===== src/rtl/riscv_pkg.sv =====
// Shared RV32I core definitions: sequencer state encoding, next-PC select codes
// and small address helpers used by the decoder, sequencer and next-PC logic.
package riscv_pkg;

    typedef enum logic [2:0] {
        FETCH     = 3'd0,
        DECODE    = 3'd1,
        EXECUTE   = 3'd2,
        MEM       = 3'd3,
        WRITEBACK = 3'd4,
        TRAP      = 3'd5
    } seq_state_t;

    localparam logic [1:0] PC_SEL_PLUS4 = 2'd0;
    localparam logic [1:0] PC_SEL_BR    = 2'd1;
    localparam logic [1:0] PC_SEL_JAL   = 2'd2;
    localparam logic [1:0] PC_SEL_JALR  = 2'd3;

    localparam logic [31:0] INSTR_BYTES = 32'd4;

    // RV32I without the C extension requires every fetch address to be word aligned.
    function automatic logic is_misaligned(input logic [31:0] addr);
        return addr[1:0] != 2'b00;
    endfunction

endpackage


===== src/rtl/riscv_next_pc.sv =====
// Combinational next-PC selection for the sequencer, plus the word-alignment
// check on the selected target.
module riscv_next_pc
    import riscv_pkg::*;
(
    input  logic [31:0] pc,
    input  logic [1:0]  pc_sel,
    input  logic        br_taken,
    input  logic [31:0] target,
    output logic [31:0] next_pc,
    output logic        misaligned
);

    logic [31:0] seq_pc;

    // Sequential address wraps modulo 2^32 by construction of the 32-bit add.
    assign seq_pc = pc + INSTR_BYTES;

    always_comb begin
        next_pc = seq_pc;
        case (pc_sel)
            PC_SEL_PLUS4: next_pc = seq_pc;
            PC_SEL_BR:    next_pc = br_taken ? target : seq_pc;
            PC_SEL_JAL:   next_pc = target;
            PC_SEL_JALR:  next_pc = target;
            default:      next_pc = seq_pc;
        endcase
    end

    assign misaligned = is_misaligned(next_pc);

endmodule


===== src/rtl/riscv_sequencer.sv =====
// Multi-cycle control sequencer for the RV32I core: owns the PC and steps each
// instruction through fetch/decode/execute/mem/writeback.
// Define RISCV_SEQUENCER_PERF_EN to add 64-bit cycle and retired-instruction counters.
module riscv_sequencer
    import riscv_pkg::*;
#(
    parameter logic [31:0] RESET_PC = 32'h0000_0000
)
(
    input  logic        clk_in,
    input  logic        rst_in,
    output logic        imem_req_out,
    input  logic        imem_valid_in,
    output logic        ir_load_out,
    output logic [31:0] pc_out,
    input  logic        illegal_in,
    input  logic [1:0]  pc_sel_in,
    input  logic        br_taken_in,
    input  logic [31:0] target_in,
    input  logic        dmem_enable_in,
    input  logic        write_enable_rf_in,
    output logic        dmem_req_out,
    input  logic        dmem_valid_in,
    output logic        rf_write_out,
    output logic        retire_out,
    output logic        trap_out,
    output logic [2:0]  state_out
`ifdef RISCV_SEQUENCER_PERF_EN
    ,
    output logic [63:0] cycle_count_out,
    output logic [63:0] instret_out
`endif
);

    seq_state_t  state;
    seq_state_t  state_next;
    logic [31:0] pc;
    logic [31:0] npc;
    logic [31:0] next_pc;
    logic        next_pc_misaligned;

    riscv_next_pc u_next_pc (
        .pc         (pc),
        .pc_sel     (pc_sel_in),
        .br_taken   (br_taken_in),
        .target     (target_in),
        .next_pc    (next_pc),
        .misaligned (next_pc_misaligned)
    );

    // npc is captured in EXECUTE so branch inputs need only be valid for that one cycle.
    always_ff @(posedge clk_in) begin
        if (rst_in) begin
            state <= FETCH;
            pc    <= RESET_PC;
            npc   <= RESET_PC;
        end else begin
            state <= state_next;
            if (state == EXECUTE) begin
                npc <= next_pc;
            end
            if (state == WRITEBACK) begin
                pc <= npc;
            end
        end
    end

    always_comb begin
        state_next = state;
        case (state)
            FETCH: begin
                if (imem_valid_in) begin
                    state_next = DECODE;
                end
            end
            DECODE: begin
                state_next = illegal_in ? TRAP : EXECUTE;
            end
            EXECUTE: begin
                if (next_pc_misaligned) begin
                    state_next = TRAP;
                end else if (dmem_enable_in) begin
                    state_next = MEM;
                end else begin
                    state_next = WRITEBACK;
                end
            end
            MEM: begin
                if (dmem_valid_in) begin
                    state_next = WRITEBACK;
                end
            end
            WRITEBACK: begin
                state_next = FETCH;
            end
            TRAP: begin
                state_next = TRAP;
            end
            default: begin
                state_next = TRAP;
            end
        endcase
    end

    // Everything is decoded from the registered state except ir_load, which
    // must fire in the same cycle the fetch data arrives.
    always_comb begin
        imem_req_out = (state == FETCH);
        ir_load_out  = (state == FETCH) && imem_valid_in;
        dmem_req_out = (state == MEM);
        rf_write_out = (state == WRITEBACK) && write_enable_rf_in;
        retire_out   = (state == WRITEBACK);
        trap_out     = (state == TRAP);
        state_out    = state;
        pc_out       = pc;
    end

`ifdef RISCV_SEQUENCER_PERF_EN
    always_ff @(posedge clk_in) begin
        if (rst_in) begin
            cycle_count_out <= 64'd0;
            instret_out     <= 64'd0;
        end else begin
            cycle_count_out <= cycle_count_out + 64'd1;
            if (retire_out) begin
                instret_out <= instret_out + 64'd1;
            end
        end
    end
`endif

endmodule


===== config.mk =====
export PLATFORM = sky130hd
export DESIGN_NAME = riscv_sequencer
export DESIGN_NICKNAME = d
export VERILOG_FILES = /design/src/rtl/riscv_pkg.sv /design/src/rtl/riscv_next_pc.sv /design/src/rtl/riscv_sequencer.sv
export SDC_FILE = /design/constraint.sdc
export NUM_CORES = 1
export LEC_CHECK = 0
export CORE_ASPECT_RATIO = 1.5
export CORE_UTILIZATION = 53
export DETAILED_ROUTE_END_ITERATION = 8
export GPL_TIMING_DRIVEN = 0
export PLACE_DENSITY_LB_ADDON = 0.05
export SETUP_SLACK_MARGIN = 0.4
export SYNTH_ARGS = -nofsm -noshare
export SYNTH_HDL_FRONTEND = slang
export SYNTH_SLANG_ARGS = --single-unit

===== constraint.sdc =====
create_clock -name clk_in -period 4.43 [get_ports clk_in]
set_input_delay 0.886 -clock clk_in [delete_from_list [all_inputs] [get_ports clk_in]]
set_output_delay 0.886 -clock clk_in [all_outputs]
set_load 0.01 [all_outputs]

---- After elaboration in Yosys (flattened, before gate mapping) ----
Cells that the tools add are included.
storage, ports and cells
  flip-flop bits (word level) ............. 67
  output and inout port bits .............. 41
  word-level logic and storage cells ...... 29
operators by class
  add/subtract/negate cells ............... 1
  equal/unequal tests ..................... 10
  multiplexer cells ....................... 8
  reduce and logical (&&, ||, !) cells .... 7
operator list
  kind                   count
  $pmux 32 s3            1
  $add 32x3->32 const B  1
  $mux 32                1
  $mux 3                 5
  $pmux 3 s5             1
  $eq 3x2->1 const B     2
  $eq 3x3->1 const B     2
  $eq 2x2->1 const B     2
  $ne 2x1->1 const B     2
  $eq 3x1->1 const B     1
  $logic_not 3->1        1
  $eq 2x1->1 const B     1
  $logic_and 1x1->1      2
  $logic_not 2->1        1
  $reduce_and 2->1       1
  $reduce_bool 2->1      1
  $reduce_or 2->1        1

---- Longest topological paths before layout ----
Gate-level depths: netlist of run 1.
  depth in word-level cells ............... 6
  mapped depth ............................ 8
  gate-level depth less buffers ........... 6

---- Cells and area by module ----
Synthesis of run 1 repeated with hierarchy kept, for this count alone.
unflattened totals
  cell total of the unflattened synthesis .. 481
  area, all modules ....................... 3612.2 µm²
by module, submodules not included
  module           instances  cells an instance  area an instance (µm²)  seq. area each (µm²)
  riscv_sequencer  1          309                2616.3                  1341.3
  riscv_next_pc    1          172                996.0                   0.0

---- Least setup slack after synthesis of run 1 ----
No wires, ideal clock.
  kind .................................... input to output
  start point ............................. input imem_valid_in
  end point ............................... output ir_load_out
  data arrival time ....................... 1.204 ns
  slack ................................... 2.340 ns
  stages .................................. 2
  cell sequence ........................... nand2b_1 nor3_1
on the way
  word-level cells in the longest chain between the ends .. 1
RTL lines
  item               RTL line                RTL
  start, declared    riscv_sequencer.sv:13   input logic imem_valid_in,
  $logic_and 1x1->1  riscv_sequencer.sv:109  ir_load_out = (state == FETCH) && imem_valid_in;
  end, declared      riscv_sequencer.sv:14   output logic ir_load_out,
Every way passes these cells.

---- Final worst setup path of run 1 ----
  start point ............................. register state[0], in the netlist state_out[0]
  end point ............................... output retire_out
on the way
  word-level cells in the longest chain between the ends .. 1
RTL lines
  item                    RTL line                RTL
  start, declared         riscv_sequencer.sv:35   seq_state_t state;
  start signal, assigned  riscv_sequencer.sv:58   state <= state_next;
  $eq 3x3->1              riscv_sequencer.sv:112  retire_out = (state == WRITEBACK);
  end, declared           riscv_sequencer.sv:25   output logic retire_out,
Every way passes these cells.

==> impl_metrics.env, run 1 <==
export IMPL_cts_buffers=9
export IMPL_final_min_clock_period_ns=3.21
export IMPL_seqPwrFrac_pct=49.8
export IMPL_rows=34
export IMPL_cts_setup_buffers=0
export IMPL_die_w_microns=65.8
export IMPL_rrSetupSlack_ns=2.40
export IMPL_ant_nets=0
export IMPL_viasPerCell=5.84
export IMPL_tns_ns=0
export IMPL_start_util_pct=55.6
export IMPL_slowest_stage="clkdlybuf4s50_1"
export IMPL_drive_gt1_share_pct=8.33
export IMPL_tightest_slew_ns=0.601
export IMPL_p_int_w=0.000934
export IMPL_dp_hpwl_microns=6680
export IMPL_ys_types=48
export IMPL_cts_resized=0
export IMPL_grt_ovfl_total=0
export IMPL_powerDensity_mw_per_mm2=289
export IMPL_critical_path_max_fanout=10
export IMPL_max_freq_ghz=0.312
export IMPL_area_delta_synth_final_pct=33.6
export IMPL_worstSetupPathType="register to output port"
export IMPL_power_frac_comb_pct=12.8
export IMPL_grt_pass1_vias=3198
export IMPL_drt_total_wl_microns=9180
export IMPL_cts_tree="yes"
export IMPL_power_switching_w=0.000317
export IMPL_p_sw_share_pct=25.4
export IMPL_finalHoldViolCount=0
export IMPL_clk_path_buf_depth=2
export IMPL_crit_chain="buf_2 > nor2_1 > nand2_1 > inv_1 > buf_2 > clkdlybuf4s50_1"
export IMPL_grt_usage_pct=30.3
export IMPL_cp_top_family="buffers and inverters"
export IMPL_portBuffers=82
export IMPL_path_clk_slew_ns=0.07
export IMPL_crit_path_start_kind="register"
export IMPL_clock_sinks=67
export IMPL_dieArea_sq_mm=0.00644
export IMPL_antenna_found_initial=0
export IMPL_ctsHoldBuffers=0
export IMPL_hold_class="register to register"
export IMPL_routedWlPerCell_microns=15.9
export IMPL_rsz0062_at_grt="no"
export IMPL_antennaDiodeCount=0
export IMPL_drc=0
export IMPL_setup_viol=0
export IMPL_routabilityCongestion=0.850
export IMPL_grt_max_degree=11
export IMPL_syn_cell_area_sq_mm=0.00324
export IMPL_core_sq_mm=0.00583
export IMPL_worstPathRequired_ns=3.54
export IMPL_fillers=466
export IMPL_insertion_delay_ns=0.35
export IMPL_crit_buf_inv=4
export IMPL_slew_viol_final=0
export IMPL_clkPwrFrac_pct=37.4
export IMPL_crit_top_cell="buf_2"
export IMPL_ioPinCount=83
export IMPL_yosysWarningCount=0
export IMPL_fin_nets=543
export IMPL_cap_violations=0
export IMPL_vdd_drop_max_mv=0.253
export IMPL_netlist_instances=407
export IMPL_slowest_delay_ns=0.58
export IMPL_drt_iter0_drc=331
export IMPL_fin_worst_skew_ns=0.00561
export IMPL_status="completed"
export IMPL_synth_nets=450
export IMPL_grt_pass1_wl_microns=15000
export IMPL_drt_pass1_iterations=4
export IMPL_syn_area_per_cell_sq_um=7.96
export IMPL_cp_arrival_ns=2.32
export IMPL_synth_seq_cells=67
export IMPL_min_period_over_period_pct=72.5
export IMPL_ys_seq_area_share_pct=41.4
export IMPL_dr_total_vias=3364
export IMPL_leakage_nw=1.47
export IMPL_postLayoutCoreUtil_pct=74.3
export IMPL_htree_levels=3
export IMPL_fp_dieH_microns=97.8
export IMPL_slew_headroom_pct=59.9
export IMPL_cts_root_buf="clkbuf_8"
export IMPL_end_kind="output port"
## sequential cells by signal (all words and copies together), names as in the netlist
name / cells
npc: 32
pc_out: 32
state_out: 3
## synth_stat cells, drive strengths merged
cell	count	share of area, %
o21ai	5	0.77
and2b	1	0.23
inv	5	0.58
xor2	19	5.1
nand2	93	11
o31a	1	0.27
o211ai	1	0.23
a32oi	1	0.27
a311oi	3	0.81
a311o	2	0.62
and4	4	1.1
nand4	7	2.3
xnor2	6	1.6
nor2	29	3.4
nand2b	3	0.58
mux2	1	0.35
a211o	1	0.27
a21o	1	0.23
clkbuf	13	1.5
dfxtp	67	41
buf	14	2.2
a211oi	7	1.9
and3	6	1.2
ha	1	0.39
or2	2	0.54
nor3	11	2.0
o21a	1	0.23
a22oi	12	2.8
nand3	14	2.5
nor2b	2	0.46
o22ai	16	3.1
and2	2	0.39
nor4	3	1.0
a21oi	48	7.6
a222oi	2	0.62
or3	3	0.58
## path summary, 6_finish.rpt
| path | from | endpoint | cells after the start |
|---|---|---|---|
| setup / recovery | state_out[0]$_SDFFE_PP0P_ | retire_out | 6 |
| hold / removal | npc[9]$_SDFFE_PP0P_ | pc_out[9]$_SDFFE_PP0P_ | 2 |
| setup reg to reg | pc_out[2]$_SDFFE_PP0P_ | npc[22]$_SDFFE_PP0P_ | 6 |
| hold reg to reg | npc[9]$_SDFFE_PP0P_ | pc_out[9]$_SDFFE_PP0P_ | 2 |
## cells in the final DEF, fill, tap and decap left out, types with 4 or more instances in the layout
| cell | instances |
|---|---|
| clkbuf_1 | 14 |
| nor2_1 | 28 |
| inv_1 | 5 |
| a211oi_1 | 5 |
| nand4_1 | 5 |
| clkdlybuf4s50_1 | 82 |
| dfxtp_1 | 67 |
| o21ai_0 | 4 |
| and3_1 | 6 |
| nor3_1 | 9 |
| xor2_1 | 19 |
| clkbuf_8 | 12 |
| nand2_1 | 93 |
| buf_2 | 9 |
| o22ai_1 | 16 |
| a21oi_1 | 46 |
| a22oi_1 | 12 |
| xnor2_1 | 6 |
| nand3_1 | 12 |
## worst register-to-register path: cells and delay by family, from the launching register on
| kind | cells | cell delay, ns |
|---|---|---|
| xor+xnor | 1 | 0.16 |
| simple gates | 3 | 0.78 |
| compound gates | 1 | 0.26 |
| flops | 1 | 0.49 |
| fa+ha+maj | 1 | 0.25 |
## per-layer routing
layer  up-vias  routed length [microns]  track usage, %
met2       137                     4770            51.6
met4         0                      248            15.2
met3        22                      544            4.44
met5         -                        0               0
li1       1616                        -               -
met1      1589                     3620            35.8
## layout make-up
cell class | count | area, sq um | area share (%)
multi-input combinational | 308 | 1760 | 40.7
sequential | 67 | 1340 | 31.0
timing repair buffer | 82 | 821 | 19.0
clock buffer | 13 | 169 | 3.90
buffer | 27 | 120 | 2.77
tap | 72 | 90.1 | 2.08
inverter | 5 | 18.8 | 0.433
clock inverter | 2 | 10.0 | 0.231
## metrics by stage
step	cells	instance area, sq um	hold WS [ns]	setup slack [ns]	power [W]
floorplan	407	3240	0.432	2.34	0.000711
global placement	561	4150	0.435	1.45	0.000793
CTS	576	4330	0.453	1.25	0.00125
finish	576	4330	0.454	1.22	0.00125
detailed placement	561	4150	0.443	1.45	0.000794
global route	576	4330	0.472	1.07	0.00130
## power by group through the flow
stage,combinational (W),sequential [W],clock [W]
CTS,0.000160,0.000622,0.000469
finish,0.000161,0.000623,0.000468
detailed placement,0.000159,0.000636,0
global route,0.000173,0.000624,0.000500
floorplan,0.0000752,0.000636,0
global placement,0.000157,0.000635,0
## kinds of logic after synthesis
kind of cell	Yosys count	synth area share, %
buffers and inverters	32	4.29
DFF	67	41.4
adders and majority gates	1	0.386
muxes	1	0.347
and+or+nand+nor	180	27.1
AOI/OAI and AO/OA	101	19.8
xor gates and xnor gates	25	6.76
Note: power is estimated with default switching activity, not from simulation.
==> inputs of run 2 (changes only) <==
CORE_UTILIZATION = 44   (was 53)
clock period = 2.84 ns   (was 4.43 ns; I/O delays follow)
==> impl_metrics.env, run 2 (synthesis gave the netlist of run 1 again) <==
export IMPL_antenna_found_initial=0
export IMPL_holdPathEnd="pc_out[11]$_SDFFE_PP0P_"
export IMPL_fp_dieH_microns=107
export IMPL_rsz0062_at_grt="no"
export IMPL_grt_max_degree=11
export IMPL_drc=0
export IMPL_area_delta_synth_final_pct=36.1
export IMPL_rrSetupSlack_ns=0.83
export IMPL_fillers=676
export IMPL_routabilityCongestion=0.816
export IMPL_regArea_sq_mm=0.00134
export IMPL_grt_ovfl_total=0
export IMPL_setup_viol=0
export IMPL_layout_common_cells="92 x nand2_1, 81 x clkdlybuf4s50_1, 67 x dfxtp_1"
export IMPL_dr_total_vias=3244
export IMPL_start_util_pct=45.1
export IMPL_clk_path_buf_depth=2
export IMPL_slew_viol_final=0
export IMPL_drt_pass1_iterations=4
export IMPL_portBuffers=82
export IMPL_path_clk_slew_ns=0.07
export IMPL_status="completed"
export IMPL_postLayoutCoreUtil_pct=61.4
export IMPL_cts_root_buf="clkbuf_8"
export IMPL_fin_nets=543
export IMPL_slew_headroom_pct=58.4
export IMPL_hold_class="register to register"
export IMPL_tightest_slew_ns=0.624
export IMPL_final_common_cell="nand2_1"
export IMPL_ctsHoldBuffers=0
export IMPL_hp_start="npc[11]$_SDFFE_PP0P_"
export IMPL_grt_pass1_wl_microns=14800
export IMPL_crit_path_start_kind="primary input"
export IMPL_drt_iter0_drc=210
export IMPL_insertion_delay_ns=0.33
export IMPL_drt_total_wl_microns=9230
export IMPL_multi_input_area_sq_mm=0.00178
export IMPL_max_freq_ghz=0.427
export IMPL_clock_sinks=67
export IMPL_core_sq_mm=0.00718
export IMPL_leakage_nw=1.49
export IMPL_powerDensity_mw_per_mm2=463
export IMPL_slowest_delay_ns=0.56
export IMPL_grt_pass1_vias=3064
export IMPL_r2r_end="npc[16]$_SDFFE_PP0P_"
export IMPL_tns_ns=0
export IMPL_dieArea_sq_mm=0.00772
export IMPL_htree_levels=3
export IMPL_final_min_clock_period_ns=2.34
export IMPL_cts_buffers=9
export IMPL_crit_chain="clkdlybuf4s50_1 > nand2b_1 > nor3_1 > clkdlybuf4s50_1"
export IMPL_worstSetupPathType="primary input to output port"
export IMPL_antennaDiodeCount=0
export IMPL_die_w_microns=72.1
export IMPL_slowest_stage="clkdlybuf4s50_1"
export IMPL_drive_gt1_share_pct=9.15
export IMPL_cp_arrival_ns=1.77
export IMPL_vdd_drop_max_mv=0.350
export IMPL_crit_top_cell="clkdlybuf4s50_1"
export IMPL_worstPathRequired_ns=2.27
export IMPL_viasPerCell=5.38
export IMPL_min_period_over_period_pct=82.4
export IMPL_ant_nets=0
export IMPL_dp_hpwl_microns=6760
export IMPL_finalHoldViolCount=0
export IMPL_grt_usage_pct=25.1
export IMPL_cap_violations=0
export IMPL_cts_tree="yes"
export IMPL_end_kind="output port"
export IMPL_fin_total_pwr_w=0.00204
export IMPL_min_path_cells=2
export IMPL_rows=38
export IMPL_fin_worst_skew_ns=0.0119
export IMPL_ioPinCount=83
export IMPL_critical_path_max_fanout=2
export IMPL_worstRegToRegCells=6
export IMPL_routedWlPerCell_microns=15.3
export IMPL_reg2reg_from="pc_out[3]$_SDFFE_PP0P_"
==> run 2: changes by cell type in the layout (fill, tap and decap cells not counted), sizes merged <==
cell	delta
clkinv	-1
clkbuf	-1
bufinv	+1
dlygate4sd2	+1
clkdlybuf4s50	-1
==> run 2: final cells by class <==
| cell class | instances | share of cell area, % |
|---|---|---|
| repair buffers | 82 | 18.6 |
| plain buffers | 27 | 2.89 |
| inverters | 5 | 0.482 |
| flip-flops and latches | 67 | 30.4 |
| clock inverters | 2 | 0.794 |
| well taps | 100 | 2.84 |
| clock buffers | 12 | 3.74 |
| multi-input cells | 308 | 40.3 |
==> run 2: through the flow <==
step | hold WS, ns | instance area (sq um) | instances | setup WS [ns]
after floorplan | 0.432 | 3240 | 407 | 1.06
after global placement | 0.434 | 4190 | 589 | 0.341
after detailed placement | 0.447 | 4190 | 589 | 0.314
after CTS | 0.452 | 4410 | 603 | 0.486
after global routing | 0.472 | 4410 | 603 | 0.425
final | 0.444 | 4410 | 603 | 0.498
==> run 2: how the worst max path moves through the flow <==
stage,startpoint,endpoint,slack [ns],cells after the start
detailed placement,state_out[0]$_SDFFE_PP0P_,retire_out,0.31,6
finish,imem_valid_in,ir_load_out,0.50,4
CTS,imem_valid_in,ir_load_out,0.49,4
global route,imem_valid_in,ir_load_out,0.42,4
global placement,state_out[0]$_SDFFE_PP0P_,retire_out,0.34,6
floorplan,pc_out[2]$_SDFFE_PP0P_,npc[16]$_SDFFE_PP0P_,1.06,6
==> run 2: repair_timing <==
action | in CTS | in global routing
buffers inserted | 0 | 0
resized for setup | 10 | 0
endpoints found under the setup margin | 1 | 0
==> run 2: per-layer routing <==
layer,global-route usage [%],up-vias,wire [microns]
met5,0,-,0
met4,8.68,0,131
met1,29.9,1515,3840
li1,-,1615,-
met2,43.9,104,4850
met3,4.98,10,409
==> run 2: worst max-delay path, delay by kind of cell <==
kind | cells | cell delay (ns)
buffers and inverters | 2 | 1.01
AND/OR/NAND/NOR | 2 | 0.20
==> run 2: where the power goes <==
group | switching (W) | internal [W] | leakage (nW)
clock network | 0.000346 | 0.000467 | 0.104
registers | 0.0000118 | 0.000959 | 0.541
logic | 0.000139 | 0.000119 | 0.848
total | 0.000496 | 0.00154 | 1.49
